<file path="src/rtl/cpu_inta_sequencer.sv">
// CPU-side INTA master: synchronises the controller's INT, issues the
// interrupt_acknowledge_n pulse train and captures the returned bytes.
module cpu_inta_sequencer #(
   parameter int INTA_LOW_CYCLES = 2,
   parameter int INTA_GAP_CYCLES = 2,
   parameter bit MODE_8086       = 1'b1
) (
   input  logic        clk,
   input  logic        reset,
   input  logic        interrupt_to_cpu,
   input  logic        cpu_ready,
   input  logic [7:0]  data_bus_in,
   output logic        interrupt_acknowledge_n,
   output logic        busy,
   output logic        vector_valid,
   output logic [7:0]  vector,
   output logic [15:0] call_address,
   output logic        protocol_error
);

   localparam int NPULSE = MODE_8086 ? 2 : 3;
   localparam int CMAX   = (INTA_LOW_CYCLES > INTA_GAP_CYCLES) ? INTA_LOW_CYCLES : INTA_GAP_CYCLES;
   localparam int CW     = (CMAX < 2) ? 1 : $clog2(CMAX);

   localparam logic [1:0] S_IDLE  = 2'd0;
   localparam logic [1:0] S_PULSE = 2'd1;
   localparam logic [1:0] S_GAP   = 2'd2;
   localparam logic [1:0] S_DONE  = 2'd3;

   localparam logic [CW-1:0] LOW_LAST = CW'(INTA_LOW_CYCLES - 1);
   localparam logic [CW-1:0] GAP_LAST = CW'(INTA_GAP_CYCLES - 1);
   localparam logic [1:0]    P_LAST   = 2'(NPULSE - 1);

   logic [1:0]    state;
   logic [1:0]    sync;
   logic [CW-1:0] c;
   logic [1:0]    p;
   logic          err;
   logic          int_s;

   assign int_s = sync[1];

   always_ff @(posedge clk) begin
      if (reset) begin
         state                   <= S_IDLE;
         sync                    <= 2'b00;
         c                       <= '0;
         p                       <= 2'd0;
         err                     <= 1'b0;
         interrupt_acknowledge_n <= 1'b1;
         vector                  <= 8'h00;
         call_address            <= 16'h0000;
      end else begin
         sync <= {sync[0], interrupt_to_cpu};
         case (state)
            S_IDLE: begin
               if (int_s && cpu_ready) begin
                  state                   <= S_PULSE;
                  p                       <= 2'd0;
                  c                       <= '0;
                  err                     <= 1'b0;
                  interrupt_acknowledge_n <= 1'b0;
               end
            end
            S_PULSE: begin
               if (c == LOW_LAST) begin
                  // Last low cycle: the controller's byte is stable on the bus.
                  c <= '0;
                  interrupt_acknowledge_n <= 1'b1;
                  if (MODE_8086) begin
                     if (p == 2'd1) vector <= data_bus_in;
                  end else begin
                     case (p)
                        2'd0:    err                <= (data_bus_in != 8'hCD);
                        2'd1:    call_address[7:0]  <= data_bus_in;
                        default: call_address[15:8] <= data_bus_in;
                     endcase
                  end
                  state <= (p == P_LAST) ? S_DONE : S_GAP;
               end else begin
                  c <= c + 1'b1;
               end
            end
            S_GAP: begin
               if (c == GAP_LAST) begin
                  c                       <= '0;
                  p                       <= p + 2'd1;
                  state                   <= S_PULSE;
                  interrupt_acknowledge_n <= 1'b0;
               end else begin
                  c <= c + 1'b1;
               end
            end
            default: state <= S_IDLE;
         endcase
      end
   end

   assign busy           = (state != S_IDLE);
   assign vector_valid   = (state == S_DONE);
   assign protocol_error = (state == S_DONE) && err;

endmodule
</file>
<file path="config.mk">
export PLATFORM = sky130hd
export DESIGN_NAME = cpu_inta_sequencer
export DESIGN_NICKNAME = d
export VERILOG_FILES = /design/src/rtl/cpu_inta_sequencer.sv
export SDC_FILE = /design/constraint.sdc
export NUM_CORES = 1
export LEC_CHECK = 0
export ABC_AREA = 1
export CAP_MARGIN = 20
export CELL_PAD_IN_SITES_DETAIL_PLACEMENT = 1
export CELL_PAD_IN_SITES_GLOBAL_PLACEMENT = 1
export CORE_MARGIN = 1
export CORE_UTILIZATION = 28
export DETAILED_ROUTE_END_ITERATION = 8
export PLACE_DENSITY_LB_ADDON = 0.1
export SLEW_MARGIN = 5
export SYNTH_ARGS = -nofsm -noshare
export SYNTH_HDL_FRONTEND = slang
export SYNTH_SLANG_ARGS = --single-unit
</file>
<file path="constraint.sdc">
create_clock -name clk -period 1.5 [get_ports clk]
set_input_delay 0.3 -clock clk [delete_from_list [all_inputs] [get_ports clk]]
set_output_delay 0.3 -clock clk [all_outputs]
set_load 0.02 [all_outputs]
</file>
==> results.sh <==
export IMPL_finalNetCount=170
export IMPL_grt_pass1_wl_mm=2.95
export IMPL_die_w_um=58.6
export IMPL_cp_arrival_ps=1110
export IMPL_clkSlewWorstSetupHoldPaths_ps=90
export IMPL_grt_pass1_vias=703
export IMPL_grt_max_degree=17
export IMPL_postCtsSetupRepairBufs=0
export IMPL_rsz0062_at_grt="no"
export IMPL_path_class="flop to output port"
export IMPL_r2r_setup_slack_ps=130
export IMPL_antenna_left=0
export IMPL_dr_first_iter_drc_count=14
export IMPL_grtUsageTotal_pct=11.5
export IMPL_num_io_pins=40
export IMPL_port_buffers=22
export IMPL_p_total_uw=1390
export IMPL_ir_drop_mv=0.661
export IMPL_yosysWarnings=0
export IMPL_die_area_um2=3440
export IMPL_totalWireLength_mm=1.85
export IMPL_synth_area_top_cells="dfxtp_1 36%, buf_4 14%, ha_1 11%"
export IMPL_ctsRootBufferMaster="clkbuf_4"
export IMPL_hold_viol_final=0
export IMPL_hold_depth=2
export IMPL_syn_inst=119
export IMPL_p_leak_uw=0.000551
export IMPL_tns_ps=0
export IMPL_dr_pass1_iters=2
export IMPL_synthDistinctLibCells=17
export IMPL_yosysSeqAreaShare_pct=35.7
export IMPL_fin_crit_sh_pct=94.3
export IMPL_antenna_cells=0
export IMPL_path_max_fanout=2
export IMPL_clock_sinks=16
export IMPL_avgSynthCellArea_um2=7.55
export IMPL_min_path_type="flop to flop"
export IMPL_yosysTopAreaCellShare_pct=35.7
export IMPL_drv_cap=0
export IMPL_rr_worst_depth=9
export IMPL_final_cells=193
export IMPL_via_count=777
export IMPL_cts_tree="built"
export IMPL_hold_buffers=0
export IMPL_dp_cells=189
export IMPL_start_kind="flop"
export IMPL_pre_cts_ws_ps=-45.0
export IMPL_clock_skew_ps=4.93
export IMPL_cts_resized=17
export IMPL_fmax_ghz=0.707
export IMPL_core_area_um2=3050
export IMPL_wire_per_inst_um=9.60
export IMPL_yosys_area_top_type="dfxtp_1"
export IMPL_p_per_area_nw_per_um2=1190
export IMPL_rows=20
export IMPL_drive_gt1_share_pct=11.4
export IMPL_maxSlewViolCount=0
export IMPL_gp_congestion=0.766
export IMPL_crit_required_ps=1200
export IMPL_synth_area_um2=898
export IMPL_setup_ws_ps=86.1
export IMPL_grt_antenna_before_repair=0
export IMPL_cts_buffers=3
export IMPL_hpwl_mm=1.49
export IMPL_initial_core_util_pct=29.4
export IMPL_h_tree_depth=1
export IMPL_status="finished, final reports clean"
export IMPL_areaGrowthSynthToFinish_pct=29.9
export IMPL_grt_overflow=0
export IMPL_fin_crit_ps=1410
export IMPL_clock_latency_ps=290
export IMPL_setup_viol=0
export IMPL_vias_per_cell=4.03
export IMPL_ys_ff_latch=16
export IMPL_die_h_um=58.6
export IMPL_endpoint_kind="output port"
export IMPL_route_detailed_drc=0
export IMPL_clk_path_buf_depth=2
[cell usage in the layout (no fill, tap or decap), drive strengths merged]
cell and count:
nand3b 1, ha 8, clkdlybuf4s50 11, nand3 4, clkbuf 4, nand4 2, nor2 9, a21oi 14
nand2 19, conb 17, inv 18, buf 8, dlygate4sd2 9, o21ai 9, dfxtp 16
[area by class of cell]
cell class,instances,area (um2)
Clock buffer,4,36.3
Multi-Input combinational cell,83,444
Sequential cell,16,320
Timing Repair Buffer,28,244
Fill cell,401,1890
Inverter,18,67.6
Tap cell,44,55.1
[power by group]
| group | internal (uW) | leakage (uW) | switching, uW | total [uW] |
|---|---|---|---|---|
| clock | 148 | 0.0000210 | 141 | 289 |
| sequential | 467 | 0.000130 | 29.5 | 496 |
| combinational | 236 | 0.000400 | 365 | 601 |
[worst max-delay path: stages (launching register included)]
cell,delay [ps]
dfxtp_1,350
inv_1,60
ha_1,190
inv_1,70
buf_2,160
[synth_stat cells (all sizes together)]
cell type  number
nand2          19
buf            18
inv            18
dfxtp          16
a21oi          14
nor2            9
o21ai           9
ha              8
nand3           4
nand4           2
conb            1
nand3b          1
[worst paths after layout]
| path | startpoint | to |
|---|---|---|
| worst min-delay path | sync[0]$_SDFF_PP0_ | sync[1]$_SDFF_PP0_ |
| worst min register to register | sync[0]$_SDFF_PP0_ | sync[1]$_SDFF_PP0_ |
| worst max register to register | state[1]$_SDFFE_PP0P_ | state[0]$_SDFFE_PP0P_ |
| worst max-delay path | state[1]$_SDFFE_PP0P_ | busy |
[registers in the layout, summed over array words and instances, names as in the netlist]
| register | cells |
|---|---|
| p | 2 |
| state | 2 |
| interrupt_acknowledge_n | 1 |
| sync | 2 |
| c | 1 |
| vector | 8 |
[routing by layer]
layer / GRT usage [%] / part of all wire (%)
met5: 0 / 0
met4: 3.06 / 0.70
met3: 3.96 / 5.7
met2: 18.7 / 47
met1: 14.6 / 46
[kinds of logic (layout without fill, tap and decap cells)]
group                    count (synthesis)  after routing  share of synthesized area (%)
other                                    1             17                          0.417
AND/OR/NAND/NOR                         35             35                           17.0
AO/OA/AOI/OAI                           23             23                           12.8
flip-flops                              16             16                           35.7
buffers and inverters                   36             50                           23.0
adder cells (fa/ha/maj)                  8              8                           11.1
[per-stage QoR]
step	hold WS [ps]	util [%]	area [um2]
detailed placement	403	37.3	1140
finish	414	38.2	1170
global route	424	38.2	1170
global placement	390	37.3	1140
CTS	418	37.8	1150
floorplan	369	-	958
(Power assumes the default switching activity.)
